==> src/rtl/uart_cmd_pkg.sv <==
// uart_cmd_pkg: shared constants and types for the UART command host.
//   CMD_WR / CMD_RD   : frame command bytes ('W', 'R')
//   RSP_ACK / RSP_ERR : reply bytes ('K', '?')
//   cmd_state_t       : command interpreter state encoding
//   sat_inc8          : saturating 8-bit increment
//   is_frame_state    : true in the states that wait for frame payload bytes
package uart_cmd_pkg;

    localparam logic [7:0] CMD_WR  = 8'h57;
    localparam logic [7:0] CMD_RD  = 8'h52;
    localparam logic [7:0] RSP_ACK = 8'h4B;
    localparam logic [7:0] RSP_ERR = 8'h3F;

    typedef enum logic [2:0] {
        StIdle,
        StGetAddr,
        StGetData,
        StDoWr,
        StDoRd,
        StRdWait,
        StSend
    } cmd_state_t;

    function automatic logic [7:0] sat_inc8(input logic [7:0] v);
        return (v == 8'hFF) ? v : v + 8'h01;
    endfunction

    function automatic logic is_frame_state(input cmd_state_t s);
        return (s == StGetAddr) || (s == StGetData);
    endfunction

endpackage

==> src/rtl/uart_cmd_host_if.sv <==
// uart_cmd_host_if: bundles the UART FIFO side and the register bus of the
// command host.
//   RX FIFO : rx_empty, r_data (to host); rd_uart (from host)
//   TX FIFO : tx_full (to host); w_data, wr_uart (from host)
//   Reg bus : reg_addr, reg_wdata, reg_wr, reg_rd (from host); reg_rdata (to host)
// master = command host, slave = FIFOs plus register file.
interface uart_cmd_host_if;

    logic       rx_empty;
    logic [7:0] r_data;
    logic       rd_uart;
    logic       tx_full;
    logic [7:0] w_data;
    logic       wr_uart;
    logic [7:0] reg_addr;
    logic [7:0] reg_wdata;
    logic       reg_wr;
    logic       reg_rd;
    logic [7:0] reg_rdata;

    modport master (
        input  rx_empty, r_data, tx_full, reg_rdata,
        output rd_uart, w_data, wr_uart, reg_addr, reg_wdata, reg_wr, reg_rd
    );

    modport slave (
        output rx_empty, r_data, tx_full, reg_rdata,
        input  rd_uart, w_data, wr_uart, reg_addr, reg_wdata, reg_wr, reg_rd
    );

endinterface

==> src/rtl/uart_cmd_timer.sv <==
// uart_cmd_timer: inter-byte timeout counter.
//   clk, rst : clock, asynchronous active-low reset
//   clr      : synchronous clear (wins over en)
//   en       : count enable
//   expired  : high while the count equals TIMEOUT-1
// TO_BIT must be wide enough that 2^TO_BIT > TIMEOUT.
module uart_cmd_timer #(
    parameter int unsigned TIMEOUT = 1_000_000,
    parameter int unsigned TO_BIT  = 20
) (
    input  logic clk,
    input  logic rst,
    input  logic clr,
    input  logic en,
    output logic expired
);

    localparam logic [TO_BIT-1:0] LastCnt = TO_BIT'(TIMEOUT - 1);
    localparam logic [TO_BIT-1:0] OneCnt  = {{(TO_BIT-1){1'b0}}, 1'b1};

    logic [TO_BIT-1:0] cnt_q;

    always_ff @(posedge clk or negedge rst) begin
        if (!rst) begin
            cnt_q <= '0;
        end else if (clr) begin
            cnt_q <= '0;
        end else if (en && !expired) begin
            cnt_q <= cnt_q + OneCnt;
        end
    end

    assign expired = (cnt_q == LastCnt);

endmodule

==> src/rtl/uart_cmd_host.sv <==
// uart_cmd_host: byte-level command interpreter between the UART FIFOs and a
// simple register bus.
//   Frames: 'W' addr data -> register write, reply 'K'
//           'R' addr      -> register read, reply is the read byte
//           other         -> reply '?', err_cnt++
//   A frame stalled mid-way for TIMEOUT cycles is dropped silently with err_cnt++.
// Ports:
//   clk, rst : clock, asynchronous active-low reset
//   bus      : uart_cmd_host_if.master (RX/TX FIFO and register bus)
//   busy     : high in every state except idle
//   err_cnt  : saturating protocol error count
// All outputs are registered.
module uart_cmd_host
    import uart_cmd_pkg::*;
#(
    parameter int unsigned TIMEOUT = 1_000_000,
    parameter int unsigned TO_BIT  = 20
) (
    input  logic                   clk,
    input  logic                   rst,
    uart_cmd_host_if.master        bus,
    output logic                   busy,
    output logic [7:0]             err_cnt
);

    cmd_state_t state_q;
    logic       is_write_q;
    logic [7:0] reply_q;
    logic       rd_uart_q;
    logic       wr_uart_q;
    logic [7:0] w_data_q;
    logic [7:0] reg_addr_q;
    logic [7:0] reg_wdata_q;
    logic       reg_wr_q;
    logic       reg_rd_q;
    logic       busy_q;
    logic [7:0] err_cnt_q;

    logic in_frame;
    logic byte_ok;
    logic to_clr;
    logic to_expired;

    assign in_frame = is_frame_state(state_q);

    // While the previous pop is still in flight the FIFO head is stale, so a
    // byte is only taken when no pop was issued in the previous cycle.
    assign byte_ok = !bus.rx_empty && !rd_uart_q;

    // Every entry into a frame state and every accepted byte coincides with a
    // pop cycle, so rd_uart_q doubles as the timer restart.
    assign to_clr = !in_frame || rd_uart_q;

    uart_cmd_timer #(
        .TIMEOUT (TIMEOUT),
        .TO_BIT  (TO_BIT)
    ) u_timer (
        .clk     (clk),
        .rst     (rst),
        .clr     (to_clr),
        .en      (in_frame),
        .expired (to_expired)
    );

    always_ff @(posedge clk or negedge rst) begin
        if (!rst) begin
            state_q     <= StIdle;
            is_write_q  <= 1'b0;
            reply_q     <= 8'h00;
            rd_uart_q   <= 1'b0;
            wr_uart_q   <= 1'b0;
            w_data_q    <= 8'h00;
            reg_addr_q  <= 8'h00;
            reg_wdata_q <= 8'h00;
            reg_wr_q    <= 1'b0;
            reg_rd_q    <= 1'b0;
            busy_q      <= 1'b0;
            err_cnt_q   <= 8'h00;
        end else begin
            rd_uart_q <= 1'b0;
            wr_uart_q <= 1'b0;
            reg_wr_q  <= 1'b0;
            reg_rd_q  <= 1'b0;

            unique case (state_q)
                StIdle: begin
                    if (byte_ok) begin
                        rd_uart_q <= 1'b1;
                        busy_q    <= 1'b1;
                        if (bus.r_data == CMD_WR) begin
                            is_write_q <= 1'b1;
                            state_q    <= StGetAddr;
                        end else if (bus.r_data == CMD_RD) begin
                            is_write_q <= 1'b0;
                            state_q    <= StGetAddr;
                        end else begin
                            reply_q   <= RSP_ERR;
                            err_cnt_q <= sat_inc8(err_cnt_q);
                            state_q   <= StSend;
                        end
                    end
                end

                StGetAddr: begin
                    if (byte_ok) begin
                        rd_uart_q  <= 1'b1;
                        reg_addr_q <= bus.r_data;
                        state_q    <= is_write_q ? StGetData : StDoRd;
                    end else if (to_expired) begin
                        err_cnt_q <= sat_inc8(err_cnt_q);
                        busy_q    <= 1'b0;
                        state_q   <= StIdle;
                    end
                end

                StGetData: begin
                    if (byte_ok) begin
                        rd_uart_q   <= 1'b1;
                        reg_wdata_q <= bus.r_data;
                        state_q     <= StDoWr;
                    end else if (to_expired) begin
                        err_cnt_q <= sat_inc8(err_cnt_q);
                        busy_q    <= 1'b0;
                        state_q   <= StIdle;
                    end
                end

                StDoWr: begin
                    reg_wr_q <= 1'b1;
                    reply_q  <= RSP_ACK;
                    state_q  <= StSend;
                end

                StDoRd: begin
                    reg_rd_q <= 1'b1;
                    state_q  <= StRdWait;
                end

                StRdWait: begin
                    // reg_rdata is valid the cycle after the strobe is visible.
                    if (!reg_rd_q) begin
                        reply_q <= bus.reg_rdata;
                        state_q <= StSend;
                    end
                end

                StSend: begin
                    if (!bus.tx_full) begin
                        wr_uart_q <= 1'b1;
                        w_data_q  <= reply_q;
                        busy_q    <= 1'b0;
                        state_q   <= StIdle;
                    end
                end

                default: begin
                    busy_q  <= 1'b0;
                    state_q <= StIdle;
                end
            endcase
        end
    end

    assign bus.rd_uart   = rd_uart_q;
    assign bus.wr_uart   = wr_uart_q;
    assign bus.w_data    = w_data_q;
    assign bus.reg_addr  = reg_addr_q;
    assign bus.reg_wdata = reg_wdata_q;
    assign bus.reg_wr    = reg_wr_q;
    assign bus.reg_rd    = reg_rd_q;
    assign busy          = busy_q;
    assign err_cnt       = err_cnt_q;

endmodule

==> src/flat_wrapper.sv <==
// flat-port wrapper written by rule: the top's interface ports become plain ports
module uart_cmd_host_flat import uart_cmd_pkg::*;
#(
    parameter int unsigned TIMEOUT = 1_000_000,
    parameter int unsigned TO_BIT  = 20
)
  (clk, rst, busy, err_cnt, bus_rx_empty, bus_r_data, bus_tx_full, bus_reg_rdata, bus_rd_uart, bus_w_data, bus_wr_uart, bus_reg_addr, bus_reg_wdata, bus_reg_wr, bus_reg_rd);
  uart_cmd_host_if bus_i ();
  input  logic clk;
  input  logic rst;
  output logic busy;
  output logic [7:0] err_cnt;
  input wire logic [$bits(bus_i.rx_empty)-1:0] bus_rx_empty;
  input wire logic [$bits(bus_i.r_data)-1:0] bus_r_data;
  input wire logic [$bits(bus_i.tx_full)-1:0] bus_tx_full;
  input wire logic [$bits(bus_i.reg_rdata)-1:0] bus_reg_rdata;
  output wire logic [$bits(bus_i.rd_uart)-1:0] bus_rd_uart;
  output wire logic [$bits(bus_i.w_data)-1:0] bus_w_data;
  output wire logic [$bits(bus_i.wr_uart)-1:0] bus_wr_uart;
  output wire logic [$bits(bus_i.reg_addr)-1:0] bus_reg_addr;
  output wire logic [$bits(bus_i.reg_wdata)-1:0] bus_reg_wdata;
  output wire logic [$bits(bus_i.reg_wr)-1:0] bus_reg_wr;
  output wire logic [$bits(bus_i.reg_rd)-1:0] bus_reg_rd;
  assign bus_i.rx_empty = bus_rx_empty;
  assign bus_i.r_data = bus_r_data;
  assign bus_i.tx_full = bus_tx_full;
  assign bus_i.reg_rdata = bus_reg_rdata;
  assign bus_rd_uart = bus_i.rd_uart;
  assign bus_w_data = bus_i.w_data;
  assign bus_wr_uart = bus_i.wr_uart;
  assign bus_reg_addr = bus_i.reg_addr;
  assign bus_reg_wdata = bus_i.reg_wdata;
  assign bus_reg_wr = bus_i.reg_wr;
  assign bus_reg_rd = bus_i.reg_rd;
  uart_cmd_host #(.TIMEOUT(TIMEOUT), .TO_BIT(TO_BIT)) u_core (.clk(clk), .rst(rst), .bus(bus_i), .busy(busy), .err_cnt(err_cnt));
endmodule
==> config.mk <==
export PLATFORM = sky130hd
export DESIGN_NAME = uart_cmd_host_flat
export DESIGN_NICKNAME = d
export VERILOG_FILES = /design/src/rtl/uart_cmd_pkg.sv /design/src/rtl/uart_cmd_host_if.sv /design/src/rtl/uart_cmd_timer.sv /design/src/rtl/uart_cmd_host.sv /design/src/flat_wrapper.sv
export SDC_FILE = /design/constraint.sdc
export NUM_CORES = 1
export LEC_CHECK = 0
export CAP_MARGIN = 5
export CORE_MARGIN = 4
export CORE_UTILIZATION = 45
export DETAILED_ROUTE_END_ITERATION = 8
export MAX_ROUTING_LAYER = met4
export PLACE_DENSITY = 0.71
export SKIP_CTS_REPAIR_TIMING = 1
export SLEW_MARGIN = 15
export SYNTH_ARGS = -nofsm -noshare
export SYNTH_HDL_FRONTEND = slang
export SYNTH_SLANG_ARGS = --single-unit
==> constraint.sdc <==
create_clock -name clk -period 1.8 [get_ports clk]
set_input_delay 0.36 -clock clk [delete_from_list [all_inputs] [get_ports clk]]
set_output_delay 0.36 -clock clk [all_outputs]
set_load 0.02 [all_outputs]
# Yosys cells after proc, flatten, opt, wreduce, memory -nomap -nowiden
# Index checks and enable logic that the tools add are counted.
[totals] register_bits=69
[classes] n_addsub=2 muxes=37 eq_ne=17 n_reduce_logical=24 bitwise=2
[ops] operator="two-way mux 8 bit" n=10
[ops] operator="two-way mux 20 bit" n=2
[ops] operator="two-way mux 3 bit" n=9
[ops] operator="one-hot mux 8 bit (3 select lines)" n=1
[ops] operator="one-hot mux 3 bit (7 select lines)" n=1
[ops] operator="adder 20 x 1 -> 20 bit, second input constant" n=1
[ops] operator="== test 20 bit, second input constant" n=1
[ops] operator="== test 8 x 7 -> 1 bit, second input constant" n=2
[ops] operator="one-hot mux 8 bit (2 select lines)" n=1
[ops] operator="two-way mux 1 bit" n=12
[ops] operator="inequality test 2 bit, second input constant" n=5
[ops] operator="AND reduction 5 bit" n=2
[ops] operator="== test 3 bit, second input constant" n=3
[ops] operator="adder 8 x 1 -> 8 bit, second input constant" n=1
[ops] operator="== test 8 bit, second input constant" n=1
[ops] operator="== test 3 x 2 -> 1 bit, second input constant" n=2
[ops] operator="AND reduction 2 bit" n=3
[ops] operator="AND reduction 3 bit" n=2
[ops] operator="AND reduction 6 bit" n=1
[ops] operator="nonzero test 2 bit" n=3
[ops] operator="OR reduction 3 bit" n=2
[ops] operator="logical NOT 1 bit" n=4
[ops] operator="inequality test 2 x 1 -> 1 bit, second input constant" n=2
[ops] operator="one-hot mux 1 bit (4 select lines)" n=1
[ops] operator="other kinds (7)" n=10

# Depth between registers and ports, before layout
[logic_depth] ltp_word=6 mapped_depth=6

# By module
# Synthesis repeated with hierarchy kept, for this count alone.
[hier_totals] cells_unflattened=302 area_unflattened_um2=3348.2
[modules_own_cells] mod="uart_cmd_host" n_inst=1 area_each_um2=2249.7 cells_per_inst=188
[modules_own_cells] mod="uart_cmd_timer" n_inst=1 area_each_um2=1098.6 cells_per_inst=114

# Worst setup path after synthesis
# OpenSTA, ideal clock, no wires.
[synth_timing] kind="reg-to-reg" startpoint="reg u_core.rd_uart_q, in the netlist u_core.bus.rd_uart" endpoint="reg u_core.reply_q[6]" arrival_time_ns=1.674 t_required_ns=1.675 n_path_buf=0 setup_slack_ns=0.001 stages_incl_launch_ff=5 path_cell_list="dfrtp_1 > nor2_1 > nand2_1 > o21ai_2 > mux2_2"
[synth_between] elab_chain_len=4
[synth_lines] element="start: declaration" line_no="uart_cmd_host.sv:29" rtl="logic rd_uart_q;"
[synth_lines] element="start signal: assignment" line_no="uart_cmd_host.sv:70" rtl="rd_uart_q <= 1'b0;"
[synth_lines] element="start signal: assignment" line_no="uart_cmd_host.sv:80" rtl="rd_uart_q <= 1'b0;"
[synth_lines] element="start signal: assignment" line_no="uart_cmd_host.sv:88" rtl="rd_uart_q <= 1'b1;"
[synth_lines] element="logical NOT 1 bit" line_no="uart_cmd_host.sv:48" rtl="assign byte_ok = !bus.rx_empty && !rd_uart_q;"
[synth_lines] element="logical AND 1 bit" line_no="uart_cmd_host.sv:48"
[synth_lines] element="inequality test 2 x 1 -> 1 bit (no source line)"
[synth_lines] element="AND reduction 5 bit (no source line)"
[synth_lines] element="end signal: assignment" line_no="uart_cmd_host.sv:142" rtl="reply_q <= bus.reg_rdata;"
[synth_lines] element="end: declaration" line_no="uart_cmd_host.sv:28" rtl="logic [7:0] reply_q;"
# Every way passes these cells.
# A chain may end at the register's enable or synchronous reset.

# Worst setup path after layout
[layout_timing] startpoint="reg u_core.reg_rd_q, in the netlist u_core.bus.reg_rd" endpoint="out bus_reg_rd"
[layout_rtl] element="start: declaration" line_no="uart_cmd_host.sv:35" rtl="logic reg_rd_q;"
[layout_rtl] element="start signal: assignment" line_no="uart_cmd_host.sv:76" rtl="reg_rd_q <= 1'b0;"
[layout_rtl] element="start signal: assignment" line_no="uart_cmd_host.sv:83" rtl="reg_rd_q <= 1'b0;"
[layout_rtl] element="start signal: assignment" line_no="uart_cmd_host.sv:135" rtl="reg_rd_q <= 1'b1;"
[layout_rtl] element="end: declaration" line_no="flat_wrapper.sv:23" rtl="output wire logic [$bits(bus_i.reg_rd)-1:0] bus_reg_rd;"
# No word-level cell between the ends.

==> run summary <==
Cells and area
• **total area of multi-input combinational cells** 1460 um^2
• **ratio of cells with drive above 1 in the final layout** 26.0%
• **total of fill cells in the finished design** 582
• **area growth from synthesis to final layout** 42.3%
• **net total in the final layout** 436
• **Sequential cell area** 1730 um^2
• **number of antenna cells inserted** 0

Floorplanning
• **row count** 30
• **Die Wd** 92.9 um
• **io pins** 57
• **height of the chip** 92.9 um
• **die area** 8640 um^2
• **initial core utilization** 47.0%
• **Floorplan Core Area** 6910 um^2

Setup path
• **Crit path required time** 1440 ps
• **combined buffer and inverter count along the critical path** 1
• **Crit path largest cell delay** 640 ps
• **Slowest-stage cell, CP** sky130_fd_sc_hd__clkdlybuf4s50_1
• **crit path capture type** output port
• **Critical Path AT** 1380 ps
• **critical path fanouts, max** 4
• **WS Path Type** reg2out
• **crit-path cells** clkdlybuf4s50_1
• **Worst path top cell family by delay** buffers and inverters
• **CP Launch Type** flip-flop

Power and ir drop
• **power per cell area** 1450 nW/um^2
• **peak supply drop** 894 uV
• **share of total power in combinational logic** 46.6%
• **P_int** 4230 uW
• **LEAKAGE** 0.00209 uW
• **sequential fraction of design power** 34.2%
• **switching power summed over all nets** 2450 uW
• **clock network fraction of total power** 19.2%
• **switch share** 36.7%
• **total power after layout** 6680 uW

STA
• **final setup violation count** 0
• **timing-limited maximum frequency** 0.573 GHz
• **Fin Clk Skew** 8.34 ps
• **Hold Vio Cnt, Final** 19
• **setup repair after global routing missed its margin** yes
• **transition time of the tightest slew-check pin** 548 ps
• **min Tclk post-route** 1740 ps
• **Slew Limit Fails** 0
• **Slew HR** 63.5%
• **Min Hold Slack** -9.06 ps
• **final period utilization** 96.9%

Detailed routing
• **first drt pass iteration count** 5
• **vias after detailed routing** 2638
• **wire length per cell after detailed routing** 14.3 um
• **DRC errors left** 0
• **mean number of vias per cell** 5.12
• **Starting DRT DRC Count** 85
• **total wire length after detailed routing** 7360 um
• **ANT nets after route** 0

CTS
• **number of buffers added by the clock tree synthesis step** 9
• **clock edge transition at the registers on the reported setup and hold paths** 80 ps
• **sinks on the clock net** 69
• **clock root buffer** sky130_fd_sc_hd__clkbuf_8
• **# H-tree levels** 3
• **latest clock arrival within the worst-skew pair** 350 ps
• **clock tree from TritonCTS** done
• **Max Root-Sink Buffers** 2

Logic synthesis
• **Async SR Flop Fraction** 100%
• **Synth Register Bits** 69
• **number of distinct library cell variants in the gate-level netlist after synthesis** 43
• **Cell Area, Synth** 3250 um^2
• **Ys Warns** 0
• **average cell area after synthesis** 10.9 um^2
• **post-synthesis sequential area ratio** 53.2%
• **most used flip-flop cell after synthesis** sky130_fd_sc_hd__dfrtp_1
• **Synthesized Nets** 320
• **number of enable-type register cells in the synthesized netlist** 0
• **gate count after technology mapping** 298

Place
• **Final Wtd Congestion** 0.864
• **total half-perimeter wirelength after legalization and detailed placement** 5260 um
• **count of port buffers added during placement** 56

Outcome
• **result of the run** complete, but fails checks
• **violations in the final reports** negative hold slack

Job
• **# Max-Cap Violations** 0

GRT
• **number of antenna violations at the first check in global routing** 0
• **via count of the first global-routing pass** 2673
• **global-route wire length before repair** 12500 um
• **largest net degree at the start of global routing** 29
• **total gr overflow** 0
• **Total Routing Usage GR** 18.7%

Hold path
• **Hold WC Path Type** in2async

==> stage by stage <==
step / TNS [ps] / std cells / cell area, um^2 / setup WS, ps / utilization [%]
3_3_place_gp: -5170 / 499 / 4380 / -310 / 63.4
3_5_place_dp: -5730 / 499 / 4380 / -355 / 63.4
4_1_cts: -55.7 / 515 / 4580 / -27.3 / 66.3
2_1_floorplan: 0 / 298 / 3250 / 0.992 / -
6_report: 0 / 515 / 4620 / 56.0 / 66.9
5_1_grt: -279 / 515 / 4620 / -56.6 / 66.9
==> final timing paths <==
kind                                         startpoint                        to  slack (ps)  cells past startpoint
worst max-delay path                  u_core.bus.reg_rd                bus_reg_rd          60                      1
worst max register to register        u_core.state_q[0]         u_core.is_write_q          60                      6
worst min register to register  u_core.bus.reg_wdata[4]   u_core.bus.reg_wdata[4]         510                      1
min in group clk                u_core.bus.reg_wdata[4]   u_core.bus.reg_wdata[4]         510                      1
worst min-delay path                                rst  u_core.u_timer.cnt_q[13]          -9                      1
max in group asynchronous                           rst         u_core.is_write_q        1270                      2
==> cell usage in the layout, fill, tap and decap left out, types with 3 or more instances in the layout <==
master / Yosys / layout
sky130_fd_sc_hd__dfrtp_1: 69 / 69
sky130_fd_sc_hd__clkdlybuf4s50_1: 0 / 51
sky130_fd_sc_hd__buf_4: 0 / 51
sky130_fd_sc_hd__nor2_1: 41 / 40
sky130_fd_sc_hd__mux2_2: 27 / 27
sky130_fd_sc_hd__xor2_1: 17 / 17
sky130_fd_sc_hd__inv_1: 14 / 14
sky130_fd_sc_hd__nand2_1: 13 / 13
sky130_fd_sc_hd__nand4_1: 13 / 13
sky130_fd_sc_hd__nand3_1: 11 / 11
sky130_fd_sc_hd__o21ai_0: 12 / 11
sky130_fd_sc_hd__xnor2_1: 10 / 10
sky130_fd_sc_hd__clkbuf_8: 0 / 9
sky130_fd_sc_hd__mux2i_1: 7 / 7
sky130_fd_sc_hd__a21oi_1: 6 / 6
sky130_fd_sc_hd__and3_1: 6 / 6
sky130_fd_sc_hd__and4_1: 5 / 5
sky130_fd_sc_hd__or3_1: 5 / 5
sky130_fd_sc_hd__nor3_1: 6 / 5
sky130_fd_sc_hd__buf_12: 0 / 5
sky130_fd_sc_hd__dlymetal6s2s_1: 0 / 4
sky130_fd_sc_hd__clkinvlp_4: 0 / 3
==> registers in the layout, indices dropped and copies added (netlist names) <==
register and cells:
u_core.u_timer.cnt_q 20, u_core.bus.reg_addr 8, u_core.bus.reg_wdata 8, u_core.bus.w_data 8, u_core.err_cnt 8, u_core.reply_q 8
u_core.state_q 3, u_core.bus.rd_uart 1, u_core.bus.reg_rd 1, u_core.bus.reg_wr 1, u_core.bus.wr_uart 1, u_core.busy 1
u_core.is_write_q 1
==> power groups by stage <==
stage / registers, uW / logic (uW) / clock network, uW
floorplan: 2690 / 1230 / 0
global placement: 2290 / 3020 / 0
detailed placement: 2310 / 3070 / 0
CTS: 2280 / 3090 / 1310
global route: 2360 / 3360 / 1380
finish: 2280 / 3110 / 1280
==> Yosys cell counts (2+ instances only) <==
cell | n | area, um^2
sky130_fd_sc_hd__or3_1 | 5 | 31.3
sky130_fd_sc_hd__mux2_2 | 27 | 304
sky130_fd_sc_hd__nand4_1 | 13 | 81.3
sky130_fd_sc_hd__o2111ai_1 | 2 | 17.5
sky130_fd_sc_hd__and4_1 | 5 | 43.8
sky130_fd_sc_hd__and3_1 | 6 | 37.5
sky130_fd_sc_hd__o21ai_0 | 12 | 60.1
sky130_fd_sc_hd__mux2i_1 | 7 | 70.1
sky130_fd_sc_hd__a21oi_1 | 6 | 30.0
sky130_fd_sc_hd__nor3_1 | 6 | 30.0
sky130_fd_sc_hd__clkbuf_1 | 6 | 22.5
sky130_fd_sc_hd__nor2_1 | 41 | 154
sky130_fd_sc_hd__nand2_1 | 13 | 48.8
sky130_fd_sc_hd__a31oi_1 | 2 | 12.5
sky130_fd_sc_hd__inv_1 | 14 | 52.6
sky130_fd_sc_hd__nand3_1 | 11 | 55.1
sky130_fd_sc_hd__ha_1 | 2 | 25.0
sky130_fd_sc_hd__xnor2_1 | 10 | 87.6
sky130_fd_sc_hd__dfrtp_1 | 69 | 1730
sky130_fd_sc_hd__nand2b_1 | 2 | 12.5
sky130_fd_sc_hd__xor2_1 | 17 | 149
==> cell type report <==
type | count | area share [%]
Inverter | 14 | 1.14
Multi-Input combinational cell | 207 | 31.7
Timing Repair Buffer | 113 | 22.9
Sequential cell | 69 | 37.4
Clock inverter | 6 | 1.52
Clock buffer | 10 | 2.76
Tap cell | 96 | 2.60
==> cells by family after synthesis <==
| kind of cell | synth area share, % |
|---|---|
| simple gates | 17.5 |
| flops | 53.2 |
| mux | 12.0 |
| compound gates | 6.63 |
| xor+xnor | 7.28 |
| buf+inv | 2.62 |
| fa+ha+maj | 0.771 |
==> routing by layer <==
metal,vias to the layer above,GRT usage (%),wire length [um]
li1,1284,-,-
met1,1284,24.4,3510
met2,60,27.6,3340
met3,10,5.69,416
met4,0,6.96,89
met5,-,-,0
No activity file was read; power rests on OpenSTA's default activity.
